## src/rtl/uart_tx_framer.sv

```systemverilog
// uart_tx_framer
//   Serial transmit stage for the UART line. Bytes arrive over a valid/ready handshake into a
//   one-entry holding register and are serialised as start(0), 8 data bits LSB first,
//   stop(1). The line idles high. With parity enabled, data bit 7 is replaced by a parity bit
//   computed over bits 6:0 so the receive side sees the same frame format.
//
// Ports
//   clkTx         in   1  transmit clock, rising edge
//   reset         in   1  asynchronous active-low reset
//   baudRate      in   3  rate select 0..4; codes 5..7 keep the previously selected rate
//   parity        in   2  0 none, 1 odd, 2 even, 3 none
//   txData        in   8  byte to send
//   txValid       in   1  txData valid
//   txReady       out  1  holding register empty; transfer on txValid & txReady
//   serialOutput  out  1  serial line, idle high
//   txBusy        out  1  frame in progress
//   txDone        out  1  one-cycle pulse in the last cycle of each stop bit

`timescale 1ns / 1ps

module uart_tx_framer #(
  parameter int unsigned CPB_1200   = 41667,
  parameter int unsigned CPB_2400   = 20833,
  parameter int unsigned CPB_4800   = 10417,
  parameter int unsigned CPB_9600   = 5208,
  parameter int unsigned CPB_115200 = 434
) (
  input  logic       clkTx,
  input  logic       reset,
  input  logic [2:0] baudRate,
  input  logic [1:0] parity,
  input  logic [7:0] txData,
  input  logic       txValid,
  output logic       txReady,
  output logic       serialOutput,
  output logic       txBusy,
  output logic       txDone
);

  // Clocks-per-bit values narrowed to the 16-bit counter width.
  localparam logic [15:0] Cpb1200   = 16'(CPB_1200);
  localparam logic [15:0] Cpb2400   = 16'(CPB_2400);
  localparam logic [15:0] Cpb4800   = 16'(CPB_4800);
  localparam logic [15:0] Cpb9600   = 16'(CPB_9600);
  localparam logic [15:0] Cpb115200 = 16'(CPB_115200);

  typedef enum logic [1:0] {
    StIdle,
    StStart,
    StData,
    StStop
  } state_e;

  // Builds the on-wire byte. Odd/even naming follows the receive side's definition:
  // "odd" sends the XOR of bits 6:0, "even" sends its complement.
  function automatic logic [7:0] f_frame_byte(input logic [7:0] data, input logic [1:0] mode);
    logic [7:0] result;
    result = data;
    case (mode)
      2'd1:    result = {^data[6:0], data[6:0]};
      2'd2:    result = {~^data[6:0], data[6:0]};
      default: result = data;
    endcase
    return result;
  endfunction

  // ---------------------------------------------------------------------------------------
  // State
  // ---------------------------------------------------------------------------------------
  state_e      r_state;
  logic        r_serial;
  logic        r_busy;
  logic        r_done;
  logic [15:0] r_clk_count;
  logic [2:0]  r_bit_index;
  logic [7:0]  r_frame;
  logic [15:0] r_cpb;       // rate in force for the current frame
  logic [15:0] r_cpb_next;  // rate the next frame will pick up
  logic        r_hold_full;
  logic [7:0]  r_hold_data;

  logic [15:0] w_cpb_sel;
  logic        w_load;
  logic        w_drain;
  logic        w_bit_end;
  logic        w_stop_last_next;
  logic [7:0]  w_frame_byte;

  // ---------------------------------------------------------------------------------------
  // Rate selection: sampled every cycle, unknown codes hold the last valid selection.
  // ---------------------------------------------------------------------------------------
  always_comb begin
    w_cpb_sel = r_cpb_next;
    case (baudRate)
      3'd0:    w_cpb_sel = Cpb1200;
      3'd1:    w_cpb_sel = Cpb2400;
      3'd2:    w_cpb_sel = Cpb4800;
      3'd3:    w_cpb_sel = Cpb9600;
      3'd4:    w_cpb_sel = Cpb115200;
      default: w_cpb_sel = r_cpb_next;
    endcase
  end

  always_ff @(posedge clkTx or negedge reset) begin
    if (!reset) begin
      r_cpb_next <= Cpb9600;
    end else begin
      r_cpb_next <= w_cpb_sel;
    end
  end

  // ---------------------------------------------------------------------------------------
  // Bit timing
  // ---------------------------------------------------------------------------------------
  assign w_bit_end        = (r_clk_count == (r_cpb - 16'd1));
  // Counter will reach its last value on the next edge; used to register txDone so it lines
  // up with the final stop-bit cycle. CPB >= 2 keeps this well defined.
  assign w_stop_last_next = (r_clk_count == (r_cpb - 16'd2));

  // ---------------------------------------------------------------------------------------
  // Holding register
  // ---------------------------------------------------------------------------------------
  assign w_load       = txValid & ~r_hold_full;
  // A new frame starts (and the holding register empties) either from idle, or straight out
  // of the final stop-bit cycle for back-to-back frames.
  assign w_drain      = r_hold_full &
                        ((r_state == StIdle) || ((r_state == StStop) && w_bit_end));
  assign w_frame_byte = f_frame_byte(r_hold_data, parity);

  always_ff @(posedge clkTx or negedge reset) begin
    if (!reset) begin
      r_hold_full <= 1'b0;
      r_hold_data <= 8'h00;
    end else if (w_load) begin
      // Load wins over a same-cycle drain: the register stays full with the new byte.
      r_hold_full <= 1'b1;
      r_hold_data <= txData;
    end else if (w_drain) begin
      r_hold_full <= 1'b0;
    end
  end

  // ---------------------------------------------------------------------------------------
  // Framing FSM with registered line, busy and done outputs
  // ---------------------------------------------------------------------------------------
  always_ff @(posedge clkTx or negedge reset) begin
    if (!reset) begin
      r_state     <= StIdle;
      r_serial    <= 1'b1;
      r_busy      <= 1'b0;
      r_done      <= 1'b0;
      r_clk_count <= 16'd0;
      r_bit_index <= 3'd0;
      r_frame     <= 8'h00;
      r_cpb       <= Cpb9600;
    end else begin
      r_done <= 1'b0;
      unique case (r_state)
        StIdle: begin
          r_serial    <= 1'b1;
          r_busy      <= 1'b0;
          r_clk_count <= 16'd0;
          r_bit_index <= 3'd0;
          if (r_hold_full) begin
            r_state  <= StStart;
            r_serial <= 1'b0;
            r_busy   <= 1'b1;
            r_frame  <= w_frame_byte;
            r_cpb    <= r_cpb_next;
          end
        end

        StStart: begin
          if (w_bit_end) begin
            r_state     <= StData;
            r_clk_count <= 16'd0;
            r_bit_index <= 3'd0;
            r_serial    <= r_frame[0];
          end else begin
            r_clk_count <= r_clk_count + 16'd1;
          end
        end

        StData: begin
          if (w_bit_end) begin
            r_clk_count <= 16'd0;
            if (r_bit_index == 3'd7) begin
              r_state  <= StStop;
              r_serial <= 1'b1;
            end else begin
              r_bit_index <= r_bit_index + 3'd1;
              r_serial    <= r_frame[r_bit_index + 3'd1];
            end
          end else begin
            r_clk_count <= r_clk_count + 16'd1;
          end
        end

        StStop: begin
          if (w_bit_end) begin
            r_clk_count <= 16'd0;
            r_bit_index <= 3'd0;
            if (r_hold_full) begin
              // Back-to-back: next start bit follows with no idle gap.
              r_state  <= StStart;
              r_serial <= 1'b0;
              r_busy   <= 1'b1;
              r_frame  <= w_frame_byte;
              r_cpb    <= r_cpb_next;
            end else begin
              r_state  <= StIdle;
              r_serial <= 1'b1;
              r_busy   <= 1'b0;
            end
          end else begin
            r_clk_count <= r_clk_count + 16'd1;
            r_done      <= w_stop_last_next;
          end
        end

        default: begin
          r_state     <= StIdle;
          r_serial    <= 1'b1;
          r_busy      <= 1'b0;
          r_clk_count <= 16'd0;
          r_bit_index <= 3'd0;
        end
      endcase
    end
  end

  assign txReady      = ~r_hold_full;
  assign serialOutput = r_serial;
  assign txBusy       = r_busy;
  assign txDone       = r_done;

endmodule
```

## config.mk

```make
export PLATFORM = sky130hd
export DESIGN_NAME = uart_tx_framer
export DESIGN_NICKNAME = d
export VERILOG_FILES = /design/src/rtl/uart_tx_framer.sv
export SDC_FILE = /design/constraint.sdc
export NUM_CORES = 1
export LEC_CHECK = 0
export BUFFER_PORTS_ARGS = -buffer_cell sky130_fd_sc_hd__buf_2
export CAP_MARGIN = 20
export CORE_MARGIN = 1.5
export CORE_UTILIZATION = 40
export DETAILED_ROUTE_END_ITERATION = 10
export HOLD_SLACK_MARGIN = 0.12
export PLACE_DENSITY_LB_ADDON = 0.12
export SLEW_MARGIN = 20
export SYNTH_ARGS = -nofsm -noshare
export SYNTH_HDL_FRONTEND = slang
export SYNTH_SLANG_ARGS = --single-unit
```

## constraint.sdc

```tcl
create_clock -name clkTx -period 5.3 [get_ports clkTx]
set_input_delay 1.06 -clock clkTx [delete_from_list [all_inputs] [get_ports clkTx]]
set_output_delay 1.06 -clock clkTx [all_outputs]
set_load 0.02 [all_outputs]
```

==> metrics.txt <==
# TYPE chip_impl_metric gauge
chip_impl_metric{name="pwr_density_cell",unit="mW/mm²"} 527.5
chip_impl_metric{name="vdd_drop_max",unit="mV"} 0.2992
chip_impl_info{name="cts_tree",value="yes"} 1
chip_impl_metric{name="cts.htree.levels",unit=""} 3
chip_impl_info{name="critical_path.most_common_cell",value="ha_1"} 1
chip_impl_metric{name="multiInputGateArea",unit="mm²"} 0.002083
chip_impl_metric{name="num-nets-final",unit=""} 420
chip_impl_metric{name="drt-wirelength-per-cell",unit="µm"} 15.24
chip_impl_metric{name="ys_seq_elements",unit=""} 67
chip_impl_info{name="dominantRegCellSynth",value="dfrtp_1"} 1
chip_impl_metric{name="antenna_found_initial",unit=""} 0
chip_impl_metric{name="placeableCoreArea",unit="mm²"} 0.009684
chip_impl_info{name="timing.setup.critical_path_class",value="reg -> reg"} 1
chip_impl_metric{name="postCtsSetupBuffers",unit=""} 0
chip_impl_metric{name="detailedRoute.firstIterationViolations",unit=""} 145
chip_impl_metric{name="power_leakage",unit="nW"} 1.852
chip_impl_metric{name="diodes",unit=""} 0
chip_impl_metric{name="clock_transition_at_the_registers_of_the_reported_paths",unit="ps"} 90
chip_impl_metric{name="cts.sinks",unit=""} 67
chip_impl_info{name="synth_common_cells",value="58 x dfrtp_1, 29 x nor2_1, 25 x xor2_1, 23 x xnor2_1, 22 x mux2_1"} 1
chip_impl_info{name="hold_path_startpoint",value="serialOutput"} 1
chip_impl_metric{name="dr.pass1.iters",unit=""} 4
chip_impl_info{name="endpoint_of_the_most_critical_register_to_register_path",value="r_cpb[14]"} 1
chip_impl_metric{name="rows",unit=""} 36
chip_impl_metric{name="finalHoldViolations",unit=""} 0
chip_impl_metric{name="drive_above_1_share",unit="%"} 15.91
chip_impl_metric{name="grt_max_degree",unit=""} 68
chip_impl_metric{name="slew_headroom",unit="%"} 43.94
chip_impl_metric{name="grt_first_pass_wirelength",unit="mm"} 13.63
chip_impl_metric{name="hold_path_depth",unit=""} 2
chip_impl_metric{name="design.portCount",unit=""} 20
chip_impl_metric{name="dp_cells",unit=""} 513
chip_impl_metric{name="mappedNetlistArea",unit="mm²"} 0.003943
chip_impl_info{name="rsz0062_at_grt",value="no"} 1
chip_impl_metric{name="routed_wirelength",unit="mm"} 8.064
chip_impl_metric{name="post_cts_resize_count",unit=""} 0
chip_impl_metric{name="critPathMaxFanout",unit=""} 22
chip_impl_metric{name="timing.final.setup_violations",unit=""} 0
chip_impl_metric{name="cp_data_arrival_time",unit="ps"} 3430
chip_impl_metric{name="port-buffer-count",unit=""} 19
chip_impl_metric{name="post_synth_inst_count",unit=""} 383
chip_impl_info{name="yosys.cell_count.top_type",value="dfrtp_1"} 1
chip_impl_info{name="status",value="completed"} 1
chip_impl_metric{name="ys_seq_area_share",unit="%"} 42.81
chip_impl_metric{name="synth.avg_cell_area",unit="µm²"} 10.29
chip_impl_metric{name="netlist.area_leader.share",unit="%"} 36.81
chip_impl_metric{name="max_freq",unit="MHz"} 311.3
chip_impl_metric{name="insertion_delay",unit="ps"} 350
chip_impl_metric{name="worstPathBufferInverterCount",unit=""} 1
chip_impl_metric{name="critPathMaxStageDelay",unit="ps"} 610
chip_impl_metric{name="drtAntennaViolNets",unit=""} 0
chip_impl_metric{name="finish.cell_count_without_fillers",unit=""} 529
chip_impl_metric{name="layout-area-overhead-vs-synth",unit="%"} 8.473
chip_impl_metric{name="cts_buffers",unit=""} 9
chip_impl_metric{name="start_util",unit="%"} 40.71
chip_impl_metric{name="drc",unit=""} 0
chip_impl_metric{name="share_of_the_clock_period_used_by_the_worst_path",unit="%"} 60.61
chip_impl_info{name="yosys.area.top_type",value="dfrtp_1"} 1
chip_impl_metric{name="detailroute.via_count",unit=""} 2777
chip_impl_info{name="worstHoldEndpoint",value="serialOutput"} 1
chip_impl_info{name="timing.rr.start",value="r_cpb[1]"} 1
chip_impl_metric{name="vias_per_cell",unit=""} 5.250
chip_impl_metric{name="overflow",unit=""} 0
chip_impl_metric{name="slew_violations",unit=""} 0
chip_impl_info{name="critical-path-top-delay-family",value="simple AND/OR/NAND/NOR gates"} 1
chip_impl_metric{name="yosysWarningCount",unit=""} 0
chip_impl_metric{name="die_area",unit="mm²"} 0.01046
chip_impl_metric{name="synth.net_count",unit=""} 412
chip_impl_metric{name="fillers",unit=""} 946
chip_impl_metric{name="rrSetupSlack",unit="ps"} 2090
chip_impl_metric{name="via_count_of_the_first_global_routing_pass",unit=""} 2647
chip_impl_metric{name="gp_congestion",unit=""} 0.8489
chip_impl_metric{name="drv.max_cap_violation_count",unit=""} 0
chip_impl_metric{name="synth.distinct_cells",unit=""} 60
chip_impl_info{name="crit_path_end_kind",value="register"} 1
chip_impl_metric{name="dp_hpwl",unit="mm"} 5.811
chip_impl_metric{name="hold_buffers",unit=""} 0
chip_impl_metric{name="layout.area.seq",unit="mm²"} 0.001688
chip_impl_metric{name="timing_worst_slew_pin_value",unit="ps"} 840.9
chip_impl_info{name="clock_tree.root_cell",value="clkbuf_8"} 1
chip_impl_metric{name="die_w",unit="µm"} 102.3
chip_impl_info{name="crit_path_cell_trace",value="inv_1 -> ha_1 -> ha_1 -> and3b_1 -> or4_1 -> a22oi_2 -> nand3_1 -> o22ai_4 -> mux2_1"} 1
chip_impl_metric{name="die-height",unit="µm"} 102.3
chip_impl_metric{name="cts_max_path_buffers",unit=""} 2
chip_impl_metric{name="global_route.usage.total",unit="%"} 16.89
chip_impl_info{name="synth_area_leaders",value="dfrtp_1 37%, mux2_1 6.3%, dfstp_2 6.0%"} 1
chip_impl_metric{name="cp_data_required_time",unit="ps"} 5520
chip_impl_metric{name="worst_clock_skew",unit="ps"} 16.95
chip_impl_info{name="timing.hold.worst.class",value="reg -> reg"} 1
chip_impl_metric{name="synthArstFlopShare",unit="%"} 100.0
chip_impl_metric{name="setup_total_negative_slack",unit="ps"} 0
chip_impl_info{name="critical_path.startpoint_type",value="register"} 1
chip_impl_metric{name="post-route-util",unit="%"} 44.16
chip_impl_info{name="cp_slowest_cell",value="o22ai_4"} 1
chip_impl_metric{name="rr_worst_depth",unit=""} 9
chip_impl_metric{name="synth_enable_flop_cells",unit=""} 0
chip_impl_metric{name="period_needed",unit="ps"} 3212
## where the power goes
part	leakage [nW]	internal, mW	switching [mW]
registers	0.823	0.682	0.225
logic	0.949	0.456	0.503
clock network	0.0795	0.174	0.216
## cells in the final DEF (no fill, tap or decap), types with 2 or more instances in the layout
cell,instances
dfrtp_1,58
nor2_1,29
xor2_1,25
xnor2_1,23
mux2_1,22
nand2_1,21
buf_2,19
inv_1,16
a21oi_1,14
nand3_1,13
ha_1,13
nor3_1,12
o21ai_0,12
mux2_2,9
clkbuf_8,9
dfstp_2,9
nand2b_1,8
nor4_1,6
nand4_1,6
and3_1,6
nor2b_1,5
or4_1,4
mux2i_1,4
a31oi_1,3
a211o_1,3
clkinvlp_4,3
a221oi_1,2
nor4_4,2
o22ai_1,2
and4b_1,2
mux4_2,2
a31o_1,2
a21o_1,2
inv_6,2
## state kept, by name, summed over array words and instances, names as in the netlist
name          cells
r_hold_data       8
txDone            1
r_clk_count      16
serialOutput      1
r_hold_full       1
txBusy            1
r_cpb_next       13
r_cpb            13
r_state           2
r_bit_index       3
r_frame           8
## cell families (layout without fill, tap and decap cells)
group	Yosys count	in the layout	share of synthesized area [%]
AOI/OAI and AO/OA	55	55	9.648
buffers and inverters	39	52	4.538
DFF	67	67	42.81
adders and majority gates	13	13	4.126
and+or+nand+nor	124	124	17.20
xor gates and xnor gates	48	48	10.66
muxes	37	37	11.01
## layer usage
metal | vias to the layer above | global-route usage, % | wire length [µm]
li1 | 1368 | - | -
met1 | 1357 | 25.49 | 4107
met2 | 44 | 23.99 | 3593
met3 | 8 | 3.557 | 260
met4 | 0 | 5.374 | 103
met5 | - | 0 | 0
## stage by stage
stage	hold slack, ps	power, mW	cell area [µm²]	worst slack [ps]
floorplan	443.3	1.669	3943	2391
global placement	457.3	1.867	4093	1887
finish	465.4	2.256	4277	2088
detailed placement	455.6	1.880	4100	2096
global route	485.4	2.440	4277	1873
CTS	467.1	2.285	4277	2064
## worst reg2reg max path: stages, from the launching register on
cell and delay, ps:
dfrtp_1 490, inv_1 120, ha_1 260, ha_1 240, and3b_1 200, or4_1 480
a22oi_2 150, nand3_1 140, o22ai_4 610, mux2_1 400
## worst max-delay path by stage
stage	from	endpoint	cells after the start
2_1_floorplan	r_cpb[10]	r_cpb[11]	10
3_3_place_gp	r_cpb[10]	r_cpb[1]	8
3_5_place_dp	r_cpb[1]	r_frame[5]	9
4_1_cts	r_cpb[1]	r_cpb[14]	9
5_1_grt	r_cpb[1]	r_cpb[14]	9
6_report	r_cpb[1]	r_cpb[14]	9
## area by class of cell
| type | count | share of cell area [%] |
|---|---|---|
| clock inverter | 6 | 1.141 |
| multi-input combinational | 277 | 48.71 |
| inverter | 16 | 1.404 |
| tap | 133 | 3.891 |
| clock buffer | 10 | 2.984 |
| sequential | 67 | 39.47 |
| timing repair buffer | 20 | 2.399 |
Power figures use the tool's default switching activity.
